==> src/rtl/bru_pipe.sv <==
// Branch resolution unit: resolves conditional branches and JAL/JALR, flags mispredictions,
// and carries each op down a STAGES-deep valid/ready pipe that honours the EBR branch bus.
package bru_pkg;
    localparam int XLEN   = 32;
    localparam int MASK_W = 4;
    localparam int TAG_W  = $clog2(MASK_W);

    localparam logic [2:0] OP_BEQ  = 3'b000;
    localparam logic [2:0] OP_BNE  = 3'b001;
    localparam logic [2:0] OP_BLT  = 3'b100;
    localparam logic [2:0] OP_BGE  = 3'b101;
    localparam logic [2:0] OP_BLTU = 3'b110;
    localparam logic [2:0] OP_BGEU = 3'b111;

    localparam logic TGT_PC  = 1'b0;
    localparam logic TGT_RS1 = 1'b1;

    typedef struct packed {
        logic [XLEN-1:0] pc;
        logic [2:0]      op;
        logic [XLEN-1:0] imm;
        logic            target_mux;
    } ctrl_t;

    typedef struct packed {
        logic [MASK_W-1:0] branch_mask;
    } meta_t;

    typedef struct packed {
        ctrl_t           ctrl;
        logic [XLEN-1:0] psr1_data;
        meta_t           meta;
    } issue_stage_t;

    typedef struct packed {
        logic [XLEN-1:0] target_addr;
        logic [XLEN-1:0] return_addr;
        logic            br_en;
    } bru_result_t;

    typedef struct packed {
        logic             broadcast;
        logic [TAG_W-1:0] tag;
        logic             clean;
        logic             kill;
    } brif_t;
endpackage

module bru_pipe
    import bru_pkg::*;
#(
    parameter int STAGES = 2,
    // Struct widths come from bru_pkg; these track the package values.
    parameter int XLEN   = bru_pkg::XLEN,
    parameter int MASK_W = bru_pkg::MASK_W
) (
    input  logic              clk,
    input  logic              rst,
    input  brif_t             brif_i,
    input  issue_stage_t      istage_i,
    input  logic [XLEN-1:0]   bru_a_i,
    input  logic [XLEN-1:0]   bru_b_i,
    input  logic              is_jump_i,
    input  logic              pred_taken_i,
    input  logic [XLEN-1:0]   pred_target_i,
    input  logic              ivalid_i,
    output logic              iready_o,
    output issue_stage_t      ostage_o,
    output bru_result_t       oresult_o,
    output logic              omispredict_o,
    output logic [XLEN-1:0]   ofix_pc_o,
    output logic              ovalid_o,
    input  logic              oready_i
);
    typedef struct packed {
        issue_stage_t st;
        bru_result_t  res;
        logic         mispredict;
    } entry_t;

    logic [STAGES-1:0] valid_q, valid_d;
    entry_t            entry_q [STAGES];
    entry_t            entry_d [STAGES];
    logic [STAGES:0]   ready;
    logic [STAGES-1:0] src_v;
    entry_t            src_e   [STAGES];

    logic [XLEN-1:0] base, target;
    logic            br_en, eq, lt_s, lt_u;
    entry_t          in_entry;

    always_comb begin
        base   = (istage_i.ctrl.target_mux == TGT_RS1) ? istage_i.psr1_data : istage_i.ctrl.pc;
        target = base + istage_i.ctrl.imm;
        if (is_jump_i && istage_i.ctrl.target_mux == TGT_RS1) begin
            target[0] = 1'b0;
        end
        eq   = (bru_a_i == bru_b_i);
        lt_s = ($signed(bru_a_i) < $signed(bru_b_i));
        lt_u = (bru_a_i < bru_b_i);
        case (istage_i.ctrl.op)
            OP_BEQ:  br_en = eq;
            OP_BNE:  br_en = !eq;
            OP_BLT:  br_en = lt_s;
            OP_BGE:  br_en = !lt_s;
            OP_BLTU: br_en = lt_u;
            OP_BGEU: br_en = !lt_u;
            default: br_en = 1'b0;
        endcase
        if (is_jump_i) begin
            br_en = 1'b1;
        end
        in_entry                 = '0;
        in_entry.st              = istage_i;
        in_entry.res.target_addr = target;
        in_entry.res.return_addr = istage_i.ctrl.pc + XLEN'(4);
        in_entry.res.br_en       = br_en;
        in_entry.mispredict      = (br_en != pred_taken_i) ||
                                   (br_en && pred_taken_i && target != pred_target_i);
    end

    // A stage may load whenever it is empty or the stage below is draining.
    always_comb begin
        ready         = '0;
        ready[STAGES] = oready_i;
        for (int i = STAGES - 1; i >= 0; i--) begin
            ready[i] = !valid_q[i] || ready[i+1];
        end
    end

    always_comb begin
        src_v[0] = ivalid_i;
        src_e[0] = in_entry;
        for (int i = 1; i < STAGES; i++) begin
            src_v[i] = valid_q[i-1];
            src_e[i] = entry_q[i-1];
        end
    end

    // Bus is applied to whatever the stage holds next cycle, so freshly captured ops are covered too.
    always_comb begin
        for (int i = 0; i < STAGES; i++) begin
            valid_d[i] = ready[i] ? src_v[i] : valid_q[i];
            entry_d[i] = ready[i] ? src_e[i] : entry_q[i];
            if (brif_i.broadcast && entry_d[i].st.meta.branch_mask[brif_i.tag]) begin
                if (brif_i.clean) begin
                    entry_d[i].st.meta.branch_mask[brif_i.tag] = 1'b0;
                end else if (brif_i.kill) begin
                    valid_d[i] = 1'b0;
                end
            end
        end
    end

    always_ff @(posedge clk or posedge rst) begin
        if (rst) begin
            valid_q <= '0;
            for (int i = 0; i < STAGES; i++) begin
                entry_q[i] <= '0;
            end
        end else begin
            valid_q <= valid_d;
            for (int i = 0; i < STAGES; i++) begin
                entry_q[i] <= entry_d[i];
            end
        end
    end

    assign iready_o      = ready[0];
    assign ovalid_o      = valid_q[STAGES-1];
    assign ostage_o      = entry_q[STAGES-1].st;
    assign oresult_o     = entry_q[STAGES-1].res;
    assign omispredict_o = entry_q[STAGES-1].mispredict;
    assign ofix_pc_o     = entry_q[STAGES-1].res.br_en ? entry_q[STAGES-1].res.target_addr
                                                       : entry_q[STAGES-1].res.return_addr;
endmodule
==> config.mk <==
export PLATFORM = sky130hd
export DESIGN_NAME = bru_pipe
export DESIGN_NICKNAME = d
export VERILOG_FILES = /design/src/rtl/bru_pipe.sv
export SDC_FILE = /design/constraint.sdc
export NUM_CORES = 1
export LEC_CHECK = 0
export ABC_CLOCK_PERIOD_IN_PS = 15800
export BUFFER_PORTS_ARGS = -buffer_cell sky130_fd_sc_hd__buf_2
export CAP_MARGIN = 30
export CORE_AREA = 2 2 232 234
export DETAILED_ROUTE_END_ITERATION = 6
export DIE_AREA = 0 0 234 236
export HOLD_SLACK_MARGIN = 0.05
export PLACE_DENSITY = 0.53
export SETUP_SLACK_MARGIN = 0.2
export SYNTH_ARGS = -nofsm -noshare
export SYNTH_HDL_FRONTEND = slang
export SYNTH_SLANG_ARGS = --single-unit
export TNS_END_PERCENT = 5
==> constraint.sdc <==
create_clock -name clk -period 15.8 [get_ports clk]
set_input_delay 2.37 -clock clk [delete_from_list [all_inputs] [get_ports clk]]
set_output_delay 2.37 -clock clk [all_outputs]
set_load 0.05 [all_outputs]
# Word-level counts from Yosys, hierarchy flattened
# Cells that the tools add are included.
op_classes:
  n_addsub: 2
  order_cmp: 4
  n_eq_ne: 8
  n_mux: 25
  n_bitwise: 3
  n_reduce_logical: 15
op_table:
  columns: ["op", "count"]
  rows:
  - ["2-to-1 mux 70 bit", 2]
  - ["< comparator 32 bit", 2]
  - ["2-to-1 mux 32 bit", 2]
  - ["adder 32 x 3 -> 32 bit (second input constant)", 1]
  - ["adder 32 bit", 1]
  - ["== test 32 bit", 1]
  - ["inequality test 32 bit", 1]
  - ["2-to-1 mux 4 bit", 4]
  - ["2-to-1 mux 1 bit", 13]
  - ["== test 3 bit (second input constant)", 4]
  - ["AND 4 bit", 2]
  - ["logical AND 1 bit", 6]
  - ["case mux 1 bit (6 select lines)", 1]
  - ["logical NOT 1 bit", 5]
  - ["binary-select mux 1 bit (select 2 bit)", 2]
  - ["NOT 4 bit", 1]
  - ["== test 3 x 1 -> 1 bit (second input constant)", 1]
  - ["logical NOT 3 bit", 1]
  - ["logical OR 1 bit", 3]
  - ["< comparator 2 x 3 -> 1 bit (second input constant)", 1]
  - ["demux 1 bit (select 2 bit)", 1]
  - ["greater-or-equal comparator 2 x 1 -> 1 bit (second input constant)", 1]
  - ["inequality test 1 bit", 1]
totals:
  reg_bits: 342
  input_bits: 211
  out_inout_bits: 204
  word_cells: 78

# Longest topological paths before layout
depth:
  word_depth: 12
  mapped_depth: 19
  mapped_depth_nobuf: 19

# Worst setup path before layout
# Ideal clock, no wire load.
synth_path:
  path_type: "input -> output"
  startpoint: "input port oready_i"
  endpoint: "output port iready_o"
  arrival_ns: 4.212
  t_required_ns: 13.430
  slack_ns: 9.218
  cell_stages: 8
  path_buffers: 5
  path_cell_list: "nor2b_1 > clkbuf_1 > and2_1 > clkbuf_1 > buf_1 > inv_2 > clkbuf_1 > clkbuf_1"
synth_between:
  elab_chain_len: 2
synth_lines:
  columns: ["item", "line", "source"]
  rows:
  - ["from (decl)", "73", "input logic oready_i"]
  - ["logical OR 1 bit (2 in series)", "127", "ready[i] = !valid_q[i] || ready[i+1];"]
  - ["to (decl)", "67", "output logic iready_o,"]
# No other way between the ends.

# Worst setup path after layout
layout_path:
  startpoint: "input port istage_i[36] in the netlist's numbering"
  endpoint: "register entry_q[170] in the netlist's numbering"
layout_between:
  elab_chain_len: 6
  word_cells_on_any_way: 7
  classes_between: "add/sub: 1; eq/ne: 1; mux: 2; reduce/logical: 3"
layout_lines:
  columns: ["item", "line", "source"]
  rows:
  - ["from (decl)", "60", "input issue_stage_t istage_i,"]
  - ["2-to-1 mux 32 bit", "93", "base = (istage_i.ctrl.target_mux == TGT_RS1) ? istage_i.psr1_data : istage_i.ctrl.pc;"]
  - ["adder 32 bit", "94", "target = base + istage_i.ctrl.imm;"]
  - ["2-to-1 mux 1 bit", "95", "if (is_jump_i && istage_i.ctrl.target_mux == TGT_RS1) begin"]
  - ["inequality test 32 bit (*)", "119", "(br_en && pred_taken_i && target != pred_target_i);"]
  - ["logical AND 1 bit (*)", "119", null]
  - ["logical OR 1 bit (*)", "118", "in_entry.mispredict = (br_en != pred_taken_i) ||"]
  - ["to (signal, indexed assignment)", "164", "entry_q[i] <= entry_d[i];"]
  - ["to (decl)", "82", "entry_t entry_q [STAGES];"]
# Every way passes the cells marked *; elsewhere a longest branch is shown, timed or not.
# A chain may end at the register's enable or synchronous reset.

==> flow_summary_export.csv <==
group,metric,value,unit
routing,dr_total_vias,13200,
worst_setup_path,cpPeakStageDelay,760,ps
power_and_ir_drop,max-vdd-ir-drop,0.0807,mV
clock_network,cts_buffer_depth,3,
yosys,postSynthAreaPerCell,10.3,um^2
power_and_ir_drop,p_leak,10.3,nW
worst_setup_path,required,16230,ps
clock_network,post_cts_buffers,0,
power_and_ir_drop,power.density,154,nW/um^2
die,ios,415,
power_and_ir_drop,switchingPower,0.00131,W
worst_setup_path,critPathKind,"input port to flip-flop",
routing,ant_nets,0,
layout,area_growth,15.6,%
die,die-area,55200,um^2
clock_network,cts_tree,"built",
placed_design,port-buffer-count,414,
timing,skew,14.5,ps
timing,worstMarginPinSlew,1100,ps
global_routing,antenna_found_initial,6,
worst_setup_path,path_max_fanout,34,
yosys,synth_cells,1786,
timing,drv_slew,0,
clock_network,cts_max_level,2,
power_and_ir_drop,p_clk_share,28.7,%
die,core_area,53100,um^2
timing,setup_viol,0,
worst_setup_path,critPathTopFamily,"compound AO/OA/AOI/OAI gates",
power_and_ir_drop,pwr-share-seq,35.5,%
die,die_x,234,um
yosys,synth_mux_area_share,15.0,%
layout,final_nets,2277,
routing,drt_iter0_markers,796,
worst_setup_path,endpoint_kind,"flip-flop",
layout,drive_gt1_share,36.3,%
global_routing,grt_use_total,20.1,%
layout,fin_cells,2729,
yosys,dominantRegCellSynth,"dfrtp_1",
power_and_ir_drop,combPwrFrac,35.8,%
placed_design,place_inst,2654,
hold_path,hold_class,"flip-flop to flip-flop",
clock_network,cts_made_buffers,39,
yosys,ys_ff_latch,338,
timing,rsz0062_at_grt,"false",
die,initial_core_util,34.6,%
timing,fin_crit,6890,ps
worst_setup_path,crit_path_cell_trace,"buf_2 -> mux2_2 -> ha_1 -> fa_1 -> a21o_1 -> a221oi_2 -> o21ai_0 -> a211oi_1 -> xor2_1 -> a221o_1 -> or4_1 -> nor4_1 -> a31oi_1",
routing,firstDrtPassIters,5,
clock_network,cts.repair.resized,0,
power_and_ir_drop,switching_share,40.2,%
global_routing,grt_pass1_vias,13100,
placed_design,place_congestion,0.884,
yosys,synth.distinct_cells,62,
layout,layout_common_cells,"buf_2 (414), nand2_1 (399), dfrtp_1 (337)",
yosys,synth_warnings,0,
yosys,synth_fp_nets,2063,
worst_setup_path,crit_slowest_cell,"a211oi_1",
routing,drc,0,
worst_setup_path,critPathBufInv,1,
run_status,status,"finished clean",
yosys,yosysSeqAreaShare,46.1,%
run,cap_violations,0,
yosys,synthAdderAreaFrac,4.54,%
clock_network,cts.sinks,338,
clock_network,clk_latency,560,ps
timing,hold_violations,0,
yosys,mappedNetlistArea,18300,um^2
power_and_ir_drop,power.internal,0.00195,W
yosys,synthArstFlopShare,100,%
yosys,yosys.area_share.simple,12.3,%
yosys,synth_edf_count,0,
global_routing,overflow,0,
worst_setup_path,crit_arrival,7320,ps
routing,viasPerCell,4.84,
clock_network,clkSlewWorstSetupHoldPaths,60,ps
clock_network,cts_hold_buf,0,
timing,slew_headroom,26.5,%
die,row_count,85,
routing,wl_per_cell,20.4,um
timing,min_period_over_period,43.6,%
die,die_y,236,um
clock_network,cts_root_buf,"clkbuf_16",
placed_design,dp_hpwl,42100,um
yosys,synth-compound-area-share,6.95,%
global_routing,grt_max_degree,169,
global_routing,grt_pass1_wl,83200,um
routing,routed_wl,55600,um
timing,fmax,145,MHz
layout,layout_commonest_cell,"buf_2",
yosys,synth_top_family_by_area,"multiplexers",
worst_setup_path,startpoint_type,"input port",
timing,setup_tns,0,ps
yosys,synthXorXnorAreaFrac,5.47,%
-- kinds of logic after synthesis --
logic type                 Yosys count
muxes                              243
AOI/OAI and AO/OA                  204
xor gates and xnor gates            95
and+or+nand+nor                    541
adders and majority gates           66
DFF                                338
buffers and inverters              299
-- final timing paths --
check                      depth (start not counted)                startpoint                       end  slack [ps]
max in group asynchronous                          3                       rst  entry_q[294]$_DFFE_PP0N_       12280
setup reg to reg                                  10      valid_q[1]$_DFF_PP0_  entry_q[170]$_DFFE_PP0N_       12010
setup / recovery                                  13              istage_i[36]  entry_q[170]$_DFFE_PP0N_        8910
hold reg to reg                                    2  entry_q[306]$_DFFE_PP0N_  entry_q[306]$_DFFE_PP0N_         460
min in group asynchronous                          2                       rst  ostage_o[80]$_DFFE_PP0N_        2010
hold / removal                                     2  entry_q[306]$_DFFE_PP0N_  entry_q[306]$_DFFE_PP0N_         460
-- layer usage --
layer,global-route usage [%],up-vias,part of all wire (%)
met5,0,-,0.038
met4,4.70,4,1.8
met3,3.45,66,4.3
met2,31.3,309,46
met1,29.0,6532,48
li1,-,6298,-
-- synth_stat cells, drive strengths merged, types with 6 or more instances --
| cell | instances | area share [%] |
|---|---|---|
| a21o | 25 | 1.1 |
| a31oi | 11 | 0.38 |
| clkbuf | 77 | 1.6 |
| nor2b | 10 | 0.34 |
| and3 | 6 | 0.20 |
| a21oi | 60 | 1.6 |
| xor2 | 49 | 2.3 |
| nor3 | 10 | 0.27 |
| mux2 | 232 | 14 |
| buf | 177 | 7.2 |
| o21a | 8 | 0.33 |
| nand3 | 16 | 0.44 |
| nand4 | 26 | 0.89 |
| nor4 | 8 | 0.27 |
| dfrtp | 338 | 46 |
| mux2i | 9 | 0.49 |
| nor2 | 47 | 0.96 |
| and2 | 6 | 0.21 |
| xnor2 | 34 | 1.6 |
| nand2 | 399 | 8.2 |
| o21ai | 65 | 1.8 |
| inv | 45 | 0.92 |
| xnor3 | 7 | 0.86 |
| ha | 65 | 4.4 |
-- power by group through the flow --
| stage | registers [W] | logic, W | clock network [W] |
|---|---|---|---|
| after floorplan | 0.00112 | 0.00104 | 0 |
| after global placement | 0.00117 | 0.00117 | 0 |
| after detailed placement | 0.00118 | 0.00118 | 0 |
| after CTS | 0.00116 | 0.00118 | 0.000969 |
| after global routing | 0.00118 | 0.00124 | 0.00100 |
| final | 0.00116 | 0.00117 | 0.000936 |
-- stage by stage --
step | worst slack (ps) | area, um^2 | total power [W] | util [%] | hold WS (ps)
after floorplan | 4060 | 18300 | 0.00216 | - | 435
after global placement | 8300 | 19800 | 0.00234 | 37.3 | 445
after detailed placement | 8250 | 19800 | 0.00235 | 37.4 | 452
after CTS | 8840 | 21200 | 0.00331 | 39.9 | 464
after global routing | 8610 | 21200 | 0.00342 | 40.0 | 477
final | 8910 | 21200 | 0.00326 | 40.0 | 461
-- final cells by class --
| type | instances | area [um^2] |
|---|---|---|
| Clock buffer | 61 | 1240 |
| Antenna cell | 6 | 15.0 |
| Tap cell | 696 | 871 |
| Fill cell | 5253 | 31900 |
| Timing Repair Buffer | 427 | 2220 |
| Inverter | 45 | 179 |
| Sequential cell | 338 | 8460 |
| Multi-Input combinational cell | 1149 | 8130 |
| Clock inverter | 7 | 100 |
-- worst min-delay path: stages, from the launching register on --
cell	delay, ps
dfrtp_1	330
nand2_1	50
nand2_1	50
-- sequential cells by signal, indices dropped and copies added, names as in the netlist --
| signal | count |
|---|---|
| ostage_o | 104 |
| omispredict_o | 1 |
| oresult_o | 63 |
| entry_q | 168 |
| valid_q | 2 |
No activity file was read; power rests on OpenSTA's default activity.
